--- config.mk ---
export PLATFORM = sky130hd
export DESIGN_NAME = corr_frame_streamer_flat
export DESIGN_NICKNAME = d
export VERILOG_FILES = /design/src/rtl/corr_frame_streamer_pkg.sv /design/src/rtl/corr_frame_streamer_if.sv /design/src/rtl/corr_frame_streamer_fifo.sv /design/src/rtl/corr_frame_streamer.sv /design/src/flat_wrapper.sv
export SDC_FILE = /design/constraint.sdc
export NUM_CORES = 1
export LEC_CHECK = 0
export CAP_MARGIN = 30
export CORE_MARGIN = 3
export CORE_UTILIZATION = 40
export CTS_BUF_LIST = sky130_fd_sc_hd__clkbuf_4 sky130_fd_sc_hd__clkbuf_8
export DETAILED_ROUTE_END_ITERATION = 8
export GPL_ROUTABILITY_DRIVEN = 1
export PLACE_DENSITY_LB_ADDON = 0.15
export SYNTH_ARGS = -nofsm -noshare
export SYNTH_HDL_FRONTEND = slang
export SYNTH_HIERARCHICAL = 1
export SYNTH_SLANG_ARGS = --single-unit
--- constraint.sdc ---
create_clock -name clk -period 20.3 [get_ports clk]
set_input_delay 3.045 -clock clk [delete_from_list [all_inputs] [get_ports clk]]
set_output_delay 3.045 -clock clk [all_outputs]
set_load 0.01 [all_outputs]
--- src/rtl/corr_frame_streamer_pkg.sv ---
// corr_streamer_pkg: shared definitions for the correlator frame streamer.
//   - serializer state enum
//   - header magic, words-per-frame count, frame word-select indices
//   - frame_width(): width of one stored FIFO entry for a given word width
// Build option: CORR_SEQ_HEADER_EN adds a header word and a 16-bit sequence
// number stored with each frame.
package corr_streamer_pkg;

  localparam logic [15:0] HDR_MAGIC = 16'hC0DE;

  // Number of product words carried per frame.
  localparam int unsigned DATA_WORDS = 4;

`ifdef CORR_SEQ_HEADER_EN
  localparam int unsigned FRAME_WORDS = 5;
  localparam int unsigned SEQ_BITS    = 16;
`else
  localparam int unsigned FRAME_WORDS = 4;
  localparam int unsigned SEQ_BITS    = 0;
`endif

  // Word positions inside a packed frame {aa, bb, ab_re, ab_im}.
  localparam int unsigned SEL_IM = 0;
  localparam int unsigned SEL_RE = 1;
  localparam int unsigned SEL_BB = 2;
  localparam int unsigned SEL_AA = 3;

  typedef enum logic [2:0] {
    IDLE,
`ifdef CORR_SEQ_HEADER_EN
    HDR,
`endif
    W_AA,
    W_BB,
    W_RE,
    W_IM
  } state_t;

  function automatic int unsigned frame_width(input int unsigned din_width);
    return DATA_WORDS * din_width + SEQ_BITS;
  endfunction

endpackage

--- src/rtl/corr_frame_streamer_if.sv ---
// corr_frame_streamer_if: frame input and AXI-Stream style output bundle.
//   aa, bb        : unsigned accumulated auto-powers
//   ab_re, ab_im  : signed accumulated cross-correlation
//   din_valid     : one-cycle pulse, one complete frame on the product words
//   m_tdata/m_tvalid/m_tlast : serialized output stream
//   m_tready      : downstream ready
// Modport master is the streamer side, slave is the surrounding system.
interface corr_frame_streamer_if #(
  parameter int unsigned DIN_WIDTH = 32
);
  logic [DIN_WIDTH-1:0] aa;
  logic [DIN_WIDTH-1:0] bb;
  logic [DIN_WIDTH-1:0] ab_re;
  logic [DIN_WIDTH-1:0] ab_im;
  logic                 din_valid;
  logic [DIN_WIDTH-1:0] m_tdata;
  logic                 m_tvalid;
  logic                 m_tlast;
  logic                 m_tready;

  modport master (
    input  aa, bb, ab_re, ab_im, din_valid, m_tready,
    output m_tdata, m_tvalid, m_tlast
  );

  modport slave (
    output aa, bb, ab_re, ab_im, din_valid, m_tready,
    input  m_tdata, m_tvalid, m_tlast
  );
endinterface

--- src/rtl/corr_frame_streamer_fifo.sv ---
// corr_frame_fifo: synchronous FIFO holding whole correlator frames.
//   clk, rst  : clock, synchronous active-high reset
//   push, din : write request and entry; ignored when full unless popping
//   pop       : release the head entry; ignored when empty
//   head      : entry at the read pointer (combinational read)
//   head_next : entry after the head, used to start the next frame
//               in the same cycle the head is released
//   full, empty, level : occupancy status
// DEPTH must be a power of two and at least 2.
module corr_frame_fifo #(
  parameter int unsigned WIDTH = 128,
  parameter int unsigned DEPTH = 8
) (
  input  logic                     clk,
  input  logic                     rst,
  input  logic                     push,
  input  logic                     pop,
  input  logic [WIDTH-1:0]         din,
  output logic [WIDTH-1:0]         head,
  output logic [WIDTH-1:0]         head_next,
  output logic                     full,
  output logic                     empty,
  output logic [$clog2(DEPTH):0]   level
);
  localparam int unsigned AW = $clog2(DEPTH);

  logic [WIDTH-1:0] mem [DEPTH];
  logic [AW-1:0]    wr_ptr;
  logic [AW-1:0]    rd_ptr;
  logic [AW-1:0]    rd_ptr_next;
  logic [AW:0]      count;
  logic             wr_en;
  logic             rd_en;

  assign full  = (count == (AW + 1)'(DEPTH));
  assign empty = (count == '0);
  assign level = count;

  // A full FIFO still accepts a write when the head leaves in the same
  // cycle: the freed slot is the one the write pointer already points at.
  assign rd_en = pop && !empty;
  assign wr_en = push && (!full || rd_en);

  assign rd_ptr_next = rd_ptr + AW'(1);
  assign head        = mem[rd_ptr];
  assign head_next   = mem[rd_ptr_next];

  always_ff @(posedge clk) begin
    if (!rst && wr_en) begin
      mem[wr_ptr] <= din;
    end
  end

  always_ff @(posedge clk) begin
    if (rst) begin
      wr_ptr <= '0;
      rd_ptr <= '0;
      count  <= '0;
    end else begin
      if (wr_en) begin
        wr_ptr <= wr_ptr + AW'(1);
      end
      if (rd_en) begin
        rd_ptr <= rd_ptr_next;
      end
      unique case ({wr_en, rd_en})
        2'b10:   count <= count + (AW + 1)'(1);
        2'b01:   count <= count - (AW + 1)'(1);
        default: count <= count;
      endcase
    end
  end

endmodule

--- src/rtl/corr_frame_streamer.sv ---
// corr_frame_streamer: buffers correlator frames and serializes each one
// onto a word stream as aa, bb, ab_re, ab_im (m_tlast on ab_im).
//   clk, rst   : clock, synchronous active-high reset
//   bus        : corr_frame_streamer_if.master (frame input + output stream)
//   drop_count : frames discarded because the FIFO was full (saturating)
//   fifo_level : frames stored, including the one being serialized
// Build option: CORR_SEQ_HEADER_EN prefixes every frame with the header word
// {16'hC0DE, seq[15:0]} (zero-extended), seq counting accepted frames.
// DIN_WIDTH >= 32 is required with the header; FIFO_DEPTH is a power of two,
// minimum 2.
module corr_frame_streamer
  import corr_streamer_pkg::*;
#(
  parameter int unsigned DIN_WIDTH  = 32,
  parameter int unsigned FIFO_DEPTH = 8
) (
  input  logic                          clk,
  input  logic                          rst,
  corr_frame_streamer_if.master         bus,
  output logic [31:0]                   drop_count,
  output logic [$clog2(FIFO_DEPTH):0]   fifo_level
);
  localparam int unsigned FRAME_W = frame_width(DIN_WIDTH);
  localparam int unsigned LEVEL_W = $clog2(FIFO_DEPTH) + 1;

  state_t               state;
  logic [FRAME_W-1:0]   wr_frame;
  logic [FRAME_W-1:0]   head;
  logic [FRAME_W-1:0]   head_next;
  logic [FRAME_W-1:0]   start_frame;
  logic [DIN_WIDTH-1:0] first_word;
  logic                 start_avail;
  logic                 full;
  logic                 empty;
  logic                 hs;
  logic                 pop;
  logic                 push_ok;
  logic                 drop;

  function automatic logic [DIN_WIDTH-1:0] word_of(input logic [FRAME_W-1:0] f,
                                                   input int unsigned sel);
    return f[sel*DIN_WIDTH +: DIN_WIDTH];
  endfunction

`ifdef CORR_SEQ_HEADER_EN
  localparam state_t FIRST_STATE = HDR;

  logic [15:0] seq;

  function automatic logic [DIN_WIDTH-1:0] hdr_of(input logic [FRAME_W-1:0] f);
    logic [DIN_WIDTH-1:0] h;
    h       = '0;
    h[31:0] = {HDR_MAGIC, f[DATA_WORDS*DIN_WIDTH +: SEQ_BITS]};
    return h;
  endfunction

  assign wr_frame   = {seq, bus.aa, bus.bb, bus.ab_re, bus.ab_im};
  assign first_word = hdr_of(start_frame);

  always_ff @(posedge clk) begin
    if (rst) begin
      seq <= '0;
    end else if (push_ok) begin
      seq <= seq + 16'd1;
    end
  end
`else
  localparam state_t FIRST_STATE = W_AA;

  assign wr_frame   = {bus.aa, bus.bb, bus.ab_re, bus.ab_im};
  assign first_word = word_of(start_frame, SEL_AA);
`endif

  assign hs      = bus.m_tvalid && bus.m_tready;
  assign pop     = (state == W_IM) && hs;
  assign push_ok = bus.din_valid && (!full || pop);
  assign drop    = bus.din_valid && full && !pop;

  corr_frame_fifo #(
    .WIDTH (FRAME_W),
    .DEPTH (FIFO_DEPTH)
  ) u_fifo (
    .clk       (clk),
    .rst       (rst),
    .push      (bus.din_valid),
    .pop       (pop),
    .din       (wr_frame),
    .head      (head),
    .head_next (head_next),
    .full      (full),
    .empty     (empty),
    .level     (fifo_level)
  );

  // Pick the frame whose first word is loaded into the output register.
  // The FIFO only reflects a push or pop after the edge, so the frame that
  // will be at the head next cycle is chosen here: the entry behind the
  // head when one is stored, otherwise the frame arriving right now. This
  // gives zero-bubble frame turnaround and the one-cycle input latency.
  always_comb begin
    start_avail = 1'b0;
    start_frame = wr_frame;
    if (state == IDLE) begin
      start_avail = !empty || push_ok;
      start_frame = empty ? wr_frame : head;
    end else if (state == W_IM) begin
      start_avail = (fifo_level > LEVEL_W'(1)) || push_ok;
      start_frame = (fifo_level > LEVEL_W'(1)) ? head_next : wr_frame;
    end
  end

  // Output register holds the word being offered; the head entry stays in
  // the FIFO until the last word handshakes.
  always_ff @(posedge clk) begin
    if (rst) begin
      state        <= IDLE;
      bus.m_tvalid <= 1'b0;
      bus.m_tlast  <= 1'b0;
      bus.m_tdata  <= '0;
    end else begin
      unique case (state)
        IDLE: begin
          if (start_avail) begin
            state        <= FIRST_STATE;
            bus.m_tvalid <= 1'b1;
            bus.m_tdata  <= first_word;
          end
        end
`ifdef CORR_SEQ_HEADER_EN
        HDR: begin
          if (hs) begin
            state       <= W_AA;
            bus.m_tdata <= word_of(head, SEL_AA);
          end
        end
`endif
        W_AA: begin
          if (hs) begin
            state       <= W_BB;
            bus.m_tdata <= word_of(head, SEL_BB);
          end
        end
        W_BB: begin
          if (hs) begin
            state       <= W_RE;
            bus.m_tdata <= word_of(head, SEL_RE);
          end
        end
        W_RE: begin
          if (hs) begin
            state       <= W_IM;
            bus.m_tdata <= word_of(head, SEL_IM);
            bus.m_tlast <= 1'b1;
          end
        end
        W_IM: begin
          if (hs) begin
            bus.m_tlast <= 1'b0;
            if (start_avail) begin
              state       <= FIRST_STATE;
              bus.m_tdata <= first_word;
            end else begin
              state        <= IDLE;
              bus.m_tvalid <= 1'b0;
              bus.m_tdata  <= '0;
            end
          end
        end
        default: begin
          state        <= IDLE;
          bus.m_tvalid <= 1'b0;
          bus.m_tlast  <= 1'b0;
          bus.m_tdata  <= '0;
        end
      endcase
    end
  end

  always_ff @(posedge clk) begin
    if (rst) begin
      drop_count <= '0;
    end else if (drop && (drop_count != '1)) begin
      drop_count <= drop_count + 32'd1;
    end
  end

endmodule

--- src/flat_wrapper.sv ---
// flat-port wrapper written by rule: the top's interface ports become plain ports
module corr_frame_streamer_flat import corr_streamer_pkg::*;
#(
  parameter int unsigned DIN_WIDTH  = 32,
  parameter int unsigned FIFO_DEPTH = 8
)
  (clk, rst, drop_count, fifo_level, bus_aa, bus_bb, bus_ab_re, bus_ab_im, bus_din_valid, bus_m_tready, bus_m_tdata, bus_m_tvalid, bus_m_tlast);
  corr_frame_streamer_if #(.DIN_WIDTH(DIN_WIDTH)) bus_i ();
  input  logic clk;
  input  logic rst;
  output logic [31:0] drop_count;
  output logic [$clog2(FIFO_DEPTH):0] fifo_level;
  input wire logic [$bits(bus_i.aa)-1:0] bus_aa;
  input wire logic [$bits(bus_i.bb)-1:0] bus_bb;
  input wire logic [$bits(bus_i.ab_re)-1:0] bus_ab_re;
  input wire logic [$bits(bus_i.ab_im)-1:0] bus_ab_im;
  input wire logic [$bits(bus_i.din_valid)-1:0] bus_din_valid;
  input wire logic [$bits(bus_i.m_tready)-1:0] bus_m_tready;
  output wire logic [$bits(bus_i.m_tdata)-1:0] bus_m_tdata;
  output wire logic [$bits(bus_i.m_tvalid)-1:0] bus_m_tvalid;
  output wire logic [$bits(bus_i.m_tlast)-1:0] bus_m_tlast;
  assign bus_i.aa = bus_aa;
  assign bus_i.bb = bus_bb;
  assign bus_i.ab_re = bus_ab_re;
  assign bus_i.ab_im = bus_ab_im;
  assign bus_i.din_valid = bus_din_valid;
  assign bus_i.m_tready = bus_m_tready;
  assign bus_m_tdata = bus_i.m_tdata;
  assign bus_m_tvalid = bus_i.m_tvalid;
  assign bus_m_tlast = bus_i.m_tlast;
  corr_frame_streamer #(.DIN_WIDTH(DIN_WIDTH), .FIFO_DEPTH(FIFO_DEPTH)) u_core (.clk(clk), .rst(rst), .bus(bus_i), .drop_count(drop_count), .fifo_level(fifo_level));
endmodule
* Yosys cells after proc, flatten, opt, wreduce, memory -nomap -nowiden *
Memories as Yosys holds them, arrays and structs flattened. A register that Yosys moved wholly into a read port is not among the register bits.
Cells that the tools add are included.

word-level totals
  flip-flop bits (word level) = 79
  memory bits (writable) = 1024
  word-level logic and storage cells = 87
  memories kept = 1

operators by class
  $add $sub $neg = 5
  $lt $le $gt $ge = 1
  equal/unequal tests = 14
  multiplexer cells = 31
  bitwise operators = 2
  reductions and logical operators = 25

memories
  memory             words  bits a word  read ports  clocked after Yosys merged registers in  wr ports  line                            source
  u_core.u_fifo.mem  8      128          2           1                                        1         corr_frame_streamer_fifo.sv:27  logic [WIDTH-1:0] mem [DEPTH];

operator list
  cell                                                                    number
  128-bit 2-to-1 mux                                                      3
  32-bit 2-to-1 mux                                                       6
  32-bit one-hot mux with 5 select lines                                  1
  32-bit by 1-bit adder with 32-bit output (second input constant)        1
  32-bit != test (second input constant)                                  1
  3-bit 2-to-1 mux                                                        7
  3-bit one-hot mux with 5 select lines                                   1
  1-bit 2-to-1 mux                                                        10
  2-bit by 1-bit != test with 1-bit output (second input constant)        5
  1-bit logical AND                                                       9
  4-bit one-hot mux with 2 select lines                                   1
  3-bit by 1-bit adder with 3-bit output (second input constant)          2
  3-bit by 2-bit equality test with 1-bit output (second input constant)  2
  1-bit one-hot mux with 3 select lines                                   2
  3-bit OR reduction                                                      2
  5-bit AND reduction                                                     1
  4-bit by 1-bit adder with 4-bit output (second input constant)          1
  4-bit equality test (second input constant)                             1
  4-bit by 1-bit > comparator with 1-bit output (second input constant)   1
  1-bit zero test                                                         4
  4-bit zero test                                                         1
  1-bit logical OR                                                        4
  4-bit AND reduction                                                     1
  4-bit by 1-bit subtractor with 4-bit output (second input constant)     1
  9 further kinds                                                         10

* Longest topological paths before layout *
Gate-level depths: netlist of run 1.

  depth in word-level cells = 10
  mapped depth = 11
  depth with buffers taken out = 11

* Cells and area by module *
Netlist of run 1, hierarchy kept.

modules (own cells, without submodules)
  module               times used  cells each  area an instance (sq um)  sequential area each (sq um)
  corr_frame_fifo      1           2022        46875.0                   31009.7
  corr_frame_streamer  1           551         4455.5                    1381.3

* Worst setup path before layout of run 1 *
OpenSTA, ideal clock, no wires.

  path type = input to register
  from = in bus_m_tready
  to = mem u_core.u_fifo.mem[0][0] (enable)
  arrival = 16907 ps
  data required time = 19327 ps
  path slack = 2419 ps
  cell stages on the path = 6
  path buffers = 0
  path through = and3_1 -> nand2_1 -> inv_1 -> nand2b_1 -> o21ai_2 -> nor4b_1

between the ends
  longest elaborated chain between the ends = 8

RTL lines
  element                                 line                            source
  from (decl)                             flat_wrapper.sv:18              input wire logic [$bits(bus_i.m_tready)-1:0] bus_m_tready;
  1-bit logical AND                       corr_frame_streamer.sv:74       assign hs = bus.m_tvalid && bus.m_tready;
  1-bit logical AND                       corr_frame_streamer.sv:75       assign pop = (state == W_IM) && hs;
  named net u_core.pop                    corr_frame_streamer.sv:36       logic pop;
  1-bit logical AND                       corr_frame_streamer_fifo.sv:41  assign rd_en = pop && !empty;
  1-bit logical OR                        corr_frame_streamer_fifo.sv:42  assign wr_en = push && (!full || rd_en);
  1-bit logical AND                       corr_frame_streamer_fifo.sv:42
  1-bit logical AND                       corr_frame_streamer_fifo.sv:49  if (!rst && wr_en) begin
  1-bit 2-to-1 mux                        corr_frame_streamer_fifo.sv:49
  1-bit 2-to-1 mux (not written as such)  corr_frame_streamer_fifo.sv:50  mem[wr_ptr] <= din;
  to (decl)                               corr_frame_streamer_fifo.sv:27

The timed path passes the listed nets, and every way through them passes these cells.

* Final worst setup path of run 1 *
  from = in bus_m_tready
  to = mem u_core.u_fifo.mem[0][42] (enable)

Same word-level chain as after synthesis.

==> results.txt, run 1 <==
The signal on the critical path passes through clkdlybuf4s50_1, and3_1, nand2_1, inv_1, nand2b_1, o21ai_2, nor4b_2, buf_4, buf_4, buf_4. By startpoint and endpoint, the worst setup path is classified as in2reg. On the worst path, the slowest cell contributes a delay of about 0.86 ns. The remaining routing DRC violations is 0.

The count of non-filler cells in the finished layout is roughly 4200. The maximum fanout along the worst path is 49. The number of core rows is around 120. The tightest min-delay check is of the reg2reg type.

TritonCTS built the clock tree. The routability congestion estimate from global placement is 0.762. In this run the power density over the cells is between 90 and 100 mW/mm^2. The net count of the mapped netlist came out at approximately 2400. The analysis attributes to cell leakage a power of 16.3 nW.

After clock tree synthesis, the clock-pin slew on the worst setup and hold paths is 0.05 ns. The first-pass GRT wire length is 174 mm. Including well taps, the total number of placed cells is between 3000 and 4000. The clock network latency to the later pin of the worst-skew pair is 0.83 ns.

The count of buffers inserted at the top-level ports came out at 201. The run finished with clean final reports. The number of pins exceeding their max-slew limit in the final report came to 0.

The register cell area after layout came out at 0.0324 sq mm. The number of buffers created by CTS is 186. The die area came out at 0.118 sq mm.

For this run, the post-layout net count is 2661. For this run, the total global-route usage over all layers was measured as 20.3%. The time the final worst path needs with I/O delays and setup came out at roughly 6.8 ns. In this run the tightest slew margin relative to its limit is 28.1%. The number of detailed-routing iterations run before antenna repair is 7. Setup violations remaining at the end of the flow were counted as 0.

The actual slew at the worst max-slew pin came out at between 1 and 1.5 ns. The filler cells instantiated in the layout total ~9400. The worst setup path is launched from a primary input. The largest individual stage delay along the critical path comes from the cell sky130_fd_sc_hd__buf_4. The initial core utilization is 40.5%. The detailed-route via count came out at 23400.

The wire length per cell after detailed routing came out at about 28 um. The number of synthesis warnings is 6. The core outline area is 0.113 sq mm.

The cell area after synthesis is 0.0456 sq mm. The buffer depth of the longest clock path is 3. The half-perimeter wire length after placement came out at 63.9 mm. Data on the critical path is required at its endpoint by 20.72 ns. Among the stages of the critical path, the cell type that occurs most often is sky130_fd_sc_hd__buf_4. The clock tree synthesis step divided the H-tree into 4 levels.

Buffers added to address setup during post-CTS repair amount to 0. The average via count per standard cell is 5.62. The via count of the first global-routing pass came out at 25300. The post-synthesis area per instance is between 20 and 25 sq um. The post-detailed-route count of antenna-violating nets is 0. In this run the horizontal extent of the chip is 344 um. The area of combinational cells with multiple inputs came out at 0.0124 sq mm.

The maximum operating frequency came out at between 0.1 and 0.15 GHz. The number of hold violations in the final report is 0. The type of element capturing the critical path is a flop.

The fraction of final layout cells sized beyond drive strength 1 came out at between 30% and 40%. IR analysis of the VDD net gives a maximum drop of around 0.06 mV. On the final layout, the worst clock skew is 0.0409 ns.

Adding up every negative setup slack in the final design gives 0 ns. The synthesis-to-finish area growth came out at 16.1%. The worst path uses between 30% and 40% of the clock period. The total congestion overflow is 0.

The cell count after synthesis came out at 2243. The arrival time of the worst setup path is 7.18 ns. The number of antenna violations at the first check in global routing is 14.

The quantity of gates resized following cts is 0. The maximum number of pins on one net before global-route repair is 129. Setup repair after global routing left no endpoint under its margin.

The CTS root buffer is sky130_fd_sc_hd__clkbuf_8. The number of design-rule violations left by the first detailed-router iteration came out at just under 2000. The total I/O pin count is between 200 and 250. Wires add up to 118 mm. The hold-fix buffer count after cts came out at 0. The clock net sink count is 1106. Across the run, the number of max-cap violations was 0. The height of the die is between 300 and 400 um.
worst paths after layout:
path | start | endpoint | slack (ns) | cells after the start
hold reg to reg | u_core/drop_count[14]$_SDFFE_PP0P_ | u_core/drop_count[14]$_SDFFE_PP0P_ | 0.51 | 2
hold / removal | u_core/drop_count[14]$_SDFFE_PP0P_ | u_core/drop_count[14]$_SDFFE_PP0P_ | 0.51 | 2
setup reg to reg | u_core/state[2]$_SDFFE_PP0P_ | u_core/u_fifo/mem[0][42]$_DFFE_PP_ | 15.53 | 9
setup / recovery | bus_m_tready | u_core/u_fifo/mem[0][42]$_DFFE_PP_ | 13.54 | 10
flip-flops by register name, summed over array words and instances (netlist names), named ones only:
name and cells:
u_core/u_fifo/mem 1024, u_core/bus.m_tdata 32, u_core/drop_count 32, u_core/u_fifo/level 4, u_core/state 3, u_core/u_fifo/rd_ptr 3, u_core/u_fifo/wr_ptr 3, u_core/bus.m_tlast 1
u_core/bus.m_tvalid 1
metal layers:
layer  share of wire [%]  track usage (%)  vias to the layer above
met1                  42             27.1                    12500
met3                 5.8             3.90                      191
met2                  50             33.9                      740
met4                 2.2             6.03                        6
met5               0.036                0                        -
li1                    -                -                    10000
power breakdown:
part | total (mW) | switching, mW | internal [mW]
Sequential | 2.57 | 0.0285 | 2.54
Clock | 1.96 | 0.871 | 1.09
Combinational | 0.302 | 0.181 | 0.120
Total | 4.82 | 1.08 | 3.74
worst max-delay path, delay by kind of cell:
kind	cells	cell delay [ns]
compound gates	1	0.15
simple gates	4	0.89
buf+inv	5	2.96
through the flow:
step | hold WS [ns] | utilization (%) | worst slack [ns] | area [sq um] | power [mW]
floorplan | 0.495 | - | 2.42 | 45600 | 2.74
global placement | 0.482 | 43.5 | 12.71 | 49100 | 2.91
detailed placement | 0.499 | 43.7 | 12.62 | 49300 | 2.92
CTS | 0.519 | 46.9 | 13.50 | 52900 | 4.89
global route | 0.523 | 47.0 | 13.34 | 53000 | 5.02
finish | 0.514 | 47.0 | 13.54 | 53000 | 4.82
final cells by class:
type	count	share of cell area [%]
Inverter	11	0.0779
Timing Repair Buffer	241	4.78
Clock inverter	51	0.661
Sequential cell	1106	61.2
Clock buffer	281	6.31
Multi-Input combinational cell	977	23.4
Tap cell	1500	3.54
Antenna cell	3	0.0142
layout by cell type, fill, tap and decap left out, types with 8 or more instances in the layout:
| cell type | count |
|---|---|
| sky130_fd_sc_hd__a21oi_1 | 53 |
| sky130_fd_sc_hd__a221o_1 | 64 |
| sky130_fd_sc_hd__buf_12 | 10 |
| sky130_fd_sc_hd__buf_4 | 25 |
| sky130_fd_sc_hd__clkbuf_4 | 84 |
| sky130_fd_sc_hd__clkbuf_8 | 197 |
| sky130_fd_sc_hd__clkdlybuf4s50_1 | 200 |
| sky130_fd_sc_hd__clkinv_1 | 28 |
| sky130_fd_sc_hd__clkinv_2 | 10 |
| sky130_fd_sc_hd__dfxtp_1 | 78 |
| sky130_fd_sc_hd__edfxtp_1 | 1024 |
| sky130_fd_sc_hd__inv_1 | 11 |
| sky130_fd_sc_hd__mux2_2 | 161 |
| sky130_fd_sc_hd__mux2i_1 | 36 |
| sky130_fd_sc_hd__mux4_2 | 320 |
| sky130_fd_sc_hd__nand2_1 | 103 |
| sky130_fd_sc_hd__nand3_1 | 17 |
| sky130_fd_sc_hd__nand4_1 | 11 |
| sky130_fd_sc_hd__nor2_1 | 39 |
| sky130_fd_sc_hd__o21ai_0 | 23 |
| sky130_fd_sc_hd__o2bb2ai_1 | 13 |
| sky130_fd_sc_hd__o31ai_1 | 10 |
| sky130_fd_sc_hd__or3_1 | 8 |
| sky130_fd_sc_hd__or4_1 | 9 |
| sky130_fd_sc_hd__xnor2_1 | 11 |
| sky130_fd_sc_hd__xor2_1 | 10 |
Power figures use the tool's default switching activity.
==> run 2, diff against run 1 <==
clock period = 6.41 ns   (was 20.3 ns; I/O delays follow)
==> run 2 against run 1 <==
Net effect:
- routed wire length shrank 0.71%
- clock skew fell by 0.010 ns
- power increased to 3.1 times the previous value
- die area unchanged
- combinational power grew to 3.1 times the previous value
- count of clock-buffer cells in the layout is 12 lower
- hold slack worse by 0.012 ns
- setup slack got worse by 11 ns
- critical path depth is 3 lower
- first-iteration DRC count shrank 20%
- clock power grew to 3.0 times the previous value
- design area about the same
- critical path type is now reg2reg
==> results.txt, run 2 (synthesis results as in run 1) <==
The clock skew came out at 0.0308 ns (was 0.0409 ns). The core outline area came to 0.113 sq mm (unchanged). Status: complete, no violations (unchanged). The synthesis-to-finish area growth is 16.2% (was 16.1%). The depth of the most critical reg-to-reg path is 7 (was 9). The flip-flop count of the largest register, all copies and words added is 1024 (unchanged).

The critical path class was reg2reg (was in2reg). The endpoint of the most critical register-to-register path is u_core/u_fifo/mem[7][17]$_DFFE_PP_ (was u_core/u_fifo/mem[0][42]$_DFFE_PP_). The relative slew slack came out at 30.3% (was 28.1%).

The clock net sink count is 1106 (unchanged). The static leakage power is 16.3 nW (about the same). The pre-CTS worst setup slack is 2.06 ns (was 12.62 ns). The aggregate global-route resource usage came to 20.0% (was 20.3%). The power density over cell area is 283 mW/mm^2 (was 91.1 mW/mm^2). The final net count is 2671 (was 2661). The actual slew at the worst max-slew pin came out at 1.04 ns (was 1.08 ns).

The total congestion overflow is 0 (unchanged). The beginning of the worst register-to-register path is u_core/state[2]$_SDFFE_PP0P_ (unchanged). The delay of the slowest cell on the worst path came to 0.95 ns (was 0.86 ns). The required time of the worst setup path came out at 6.88 ns (was 20.72 ns). The buffer depth of the longest clock path came to 3 (unchanged). The type of element capturing the critical path is a flop (unchanged).

The remaining routing DRC violations came out at 0 (unchanged). The number of hold violations in the final report is 0 (unchanged). The first-pass GRT wire length came to 171 mm (was 174 mm). The maximum fanout along the worst path is 38 (was 49). The total of fill cells in the finished design came to 9471 (was 9383). The height of the die came out at 344 um (unchanged).

The part of the cycle the worst path needs is 57.3%. The wire length per cell after detailed routing is 28.1 um (was 28.3 um). The fraction of final layout cells sized beyond drive strength 1 came to 32.2% (was 32.4%). The count of buffers inserted at the top-level ports came out at 201 (unchanged). The number of core rows is 123 (unchanged). The routability congestion estimate from global placement is 0.772 (was 0.762). The total placed cells including tap cells is 3848 (was 3834). The detailed-route via count came out at 23500 (was 23400).

The worst path in the final design needs a cycle of about 3.7 ns, including I/O delays and setup. The number of pins exceeding their max-slew limit in the final report was 0 (unchanged). The quantity of gates resized following cts was 0 (unchanged). The post-detailed-route count of antenna-violating nets came out at 0 (unchanged). The class of the most critical hold timing path is reg2reg (unchanged).

The maximum resistive drop on vdd came out at 0.172 mV (was 0.0605 mV). Ordered cell list for the critical path: and3_1, nand2_1, inv_1, nand2b_1, o211ai_1, nor2_4, buf_12 (was clkdlybuf4s50_1, and3_1, nand2_1, inv_1, nand2b_1, o21ai_2, nor4b_2, buf_4, buf_4, buf_4). Derived from the worst setup path, the maximum achievable clock frequency is 0.272 GHz. The number of stages on the worst hold path came out at 1 (was 2). The register containing the most flip-flops in the final layout is u_core/u_fifo/mem (unchanged). The number of antenna violations at the first check in global routing is 14 (unchanged). The final wirelength is 117 mm (was 118 mm). The total I/O pin count came to 202 (unchanged).

The clock-pin slew reported for the worst setup and hold paths after clock tree synthesis was 0.06 ns (was 0.05 ns). The maximum number of pins on one net before global-route repair came out at 129 (unchanged). The hold path startpoint is u_core/bus.m_tdata[15]$_SDFFE_PP0P_ (was u_core/drop_count[14]$_SDFFE_PP0P_). The average via count per standard cell came out at 5.63 (was 5.62). The setup violation total in the final timing report is 0 (unchanged). The count of non-filler cells in the finished layout came to 4180 (was 4170).

Commonest cells after routing, fill and taps aside: sky130_fd_sc_hd__edfxtp_1, sky130_fd_sc_hd__mux4_2, sky130_fd_sc_hd__clkdlybuf4s50_1, sky130_fd_sc_hd__clkbuf_8, sky130_fd_sc_hd__mux2_2 (unchanged). The endpoint of the worst hold path was u_core/bus.m_tdata[15]$_SDFFE_PP0P_ (was u_core/drop_count[14]$_SDFFE_PP0P_). The die area is 0.118 sq mm (unchanged). The slowest cell on the critical path is sky130_fd_sc_hd__nor2_4 (was sky130_fd_sc_hd__buf_4).

The CTS tree was built (unchanged). The leading cell type in the layout, fill and taps excluded is sky130_fd_sc_hd__edfxtp_1 (unchanged). The half-perimeter wire length after placement is 66.0 mm (was 63.9 mm). The total setup buffers inserted after CTS is 0 (unchanged).

The via count of the first global-routing pass is 25200 (was 25300). The maximum level of the CTS H-tree is 4 (unchanged). The number of design-rule violations left by the first detailed-router iteration came out at 1556 (was 1941). The die span in x was 344 um (unchanged). The worst setup margin is 2.74 ns (was 13.54 ns).

Registers with the highest flip-flop counts: u_core/u_fifo/mem: 1024 flops, u_core/bus.m_tdata: 32 flops, u_core/drop_count: 32 flops (unchanged). The number of buffers created by CTS came out at 182 (was 186). The max-cap check violation count came out at 0 (unchanged).

Unrepaired setup endpoints after global routing: no (unchanged). The clock network latency to the later pin of the worst-skew pair is 0.83 ns (about the same). The initial core utilization was 40.5% (unchanged). The hold-fix buffer count after cts came out at 0 (unchanged). The kind of start point of the critical path is a flop (was primary input). The area of all placed cells without fillers is 0.0530 sq mm (about the same). The minimum setup slack among reg-to-reg paths is 2.74 ns (was 15.53 ns). The arrival time of the worst setup path came out at 4.15 ns (was 7.18 ns). The number of detailed-routing iterations run before antenna repair came to 7 (unchanged). The CTS root buffer is sky130_fd_sc_hd__clkbuf_8 (unchanged).

The cell area after placement is 0.0495 sq mm (was 0.0493 sq mm).
## run 2: cell count changes in the layout (fill, tap and decap cells not counted), sizes merged
cell,delta
buf,+14
clkbuf,-12
clkinv,+6
clkinvlp,+6
inv,-4
bufinv,-3
diode,+3
## run 2: layer usage
| metal | vias to the layer above | wire (um) | track usage (%) |
|---|---|---|---|
| li1 | 10000 | - | - |
| met4 | 2 | 3470 | 7.02 |
| met2 | 716 | 59800 | 34.0 |
| met5 | - | 12 | 0 |
| met3 | 195 | 6750 | 4.23 |
| met1 | 12600 | 47300 | 25.5 |
## run 2: through the flow
| step | TNS (ns) | power (mW) | hold slack [ns] | utilization, % |
|---|---|---|---|---|
| 3_3_place_gp | 0 | 9.19 | 0.477 | 43.8 |
| 3_5_place_dp | 0 | 9.21 | 0.491 | 43.8 |
| 2_1_floorplan | -752.69 | 8.67 | 0.495 | - |
| 6_report | 0 | 15.0 | 0.502 | 47.0 |
| 5_1_grt | 0 | 15.6 | 0.498 | 47.0 |
| 4_1_cts | 0 | 15.2 | 0.451 | 47.0 |
## run 2: final cells by class
| class | count | area, sq um | share of cell area, % |
|---|---|---|---|
| flip-flops and latches | 1106 | 32400 | 61.1 |
| well taps | 1500 | 1880 | 3.54 |
| clock inverters | 56 | 273 | 0.514 |
| clock buffers | 269 | 3250 | 6.13 |
| multi-input cells | 977 | 12500 | 23.5 |
| repair buffers | 255 | 2710 | 5.10 |
| inverters | 11 | 41.3 | 0.0779 |
| diodes | 6 | 15.0 | 0.0283 |
## run 2: how the worst max path moves through the flow
stage | from | endpoint | slack, ns
6_report | u_core/state[2]$_SDFFE_PP0P_ | u_core/u_fifo/mem[7][17]$_DFFE_PP_ | 2.74
5_1_grt | flop | u_core/bus.m_tdata[29]$_SDFFE_PP0P_ | 2.50
4_1_cts | flop | u_core/bus.m_tdata[18]$_SDFFE_PP0P_ | 2.72
3_5_place_dp | bus_m_tready | u_core/u_fifo/mem[7][52]$_DFFE_PP_ | 2.06
3_3_place_gp | bus_m_tready | u_core/u_fifo/mem[6][61]$_DFFE_PP_ | 1.95
2_1_floorplan | bus_m_tready | u_core/u_fifo/mem[7][0]$_DFFE_PP_ | -1.38
## run 2: power by group
group / internal, mW / leakage [nW] / switching (mW)
Combinational: 0.378 / 4.47 / 0.545
Sequential: 8.03 / 9.92 / 0.0899
Clock: 3.23 / 1.86 / 2.73
Total: 11.6 / 16.3 / 3.36
## run 2: worst max-delay path: cells and delay by family, from the launching register on
family,cells,cell delay (ns)
and+or+nand+nor,4,1.67
buffers and inverters,2,0.59
AOI/OAI and AO/OA,1,0.35
DFF,1,0.65
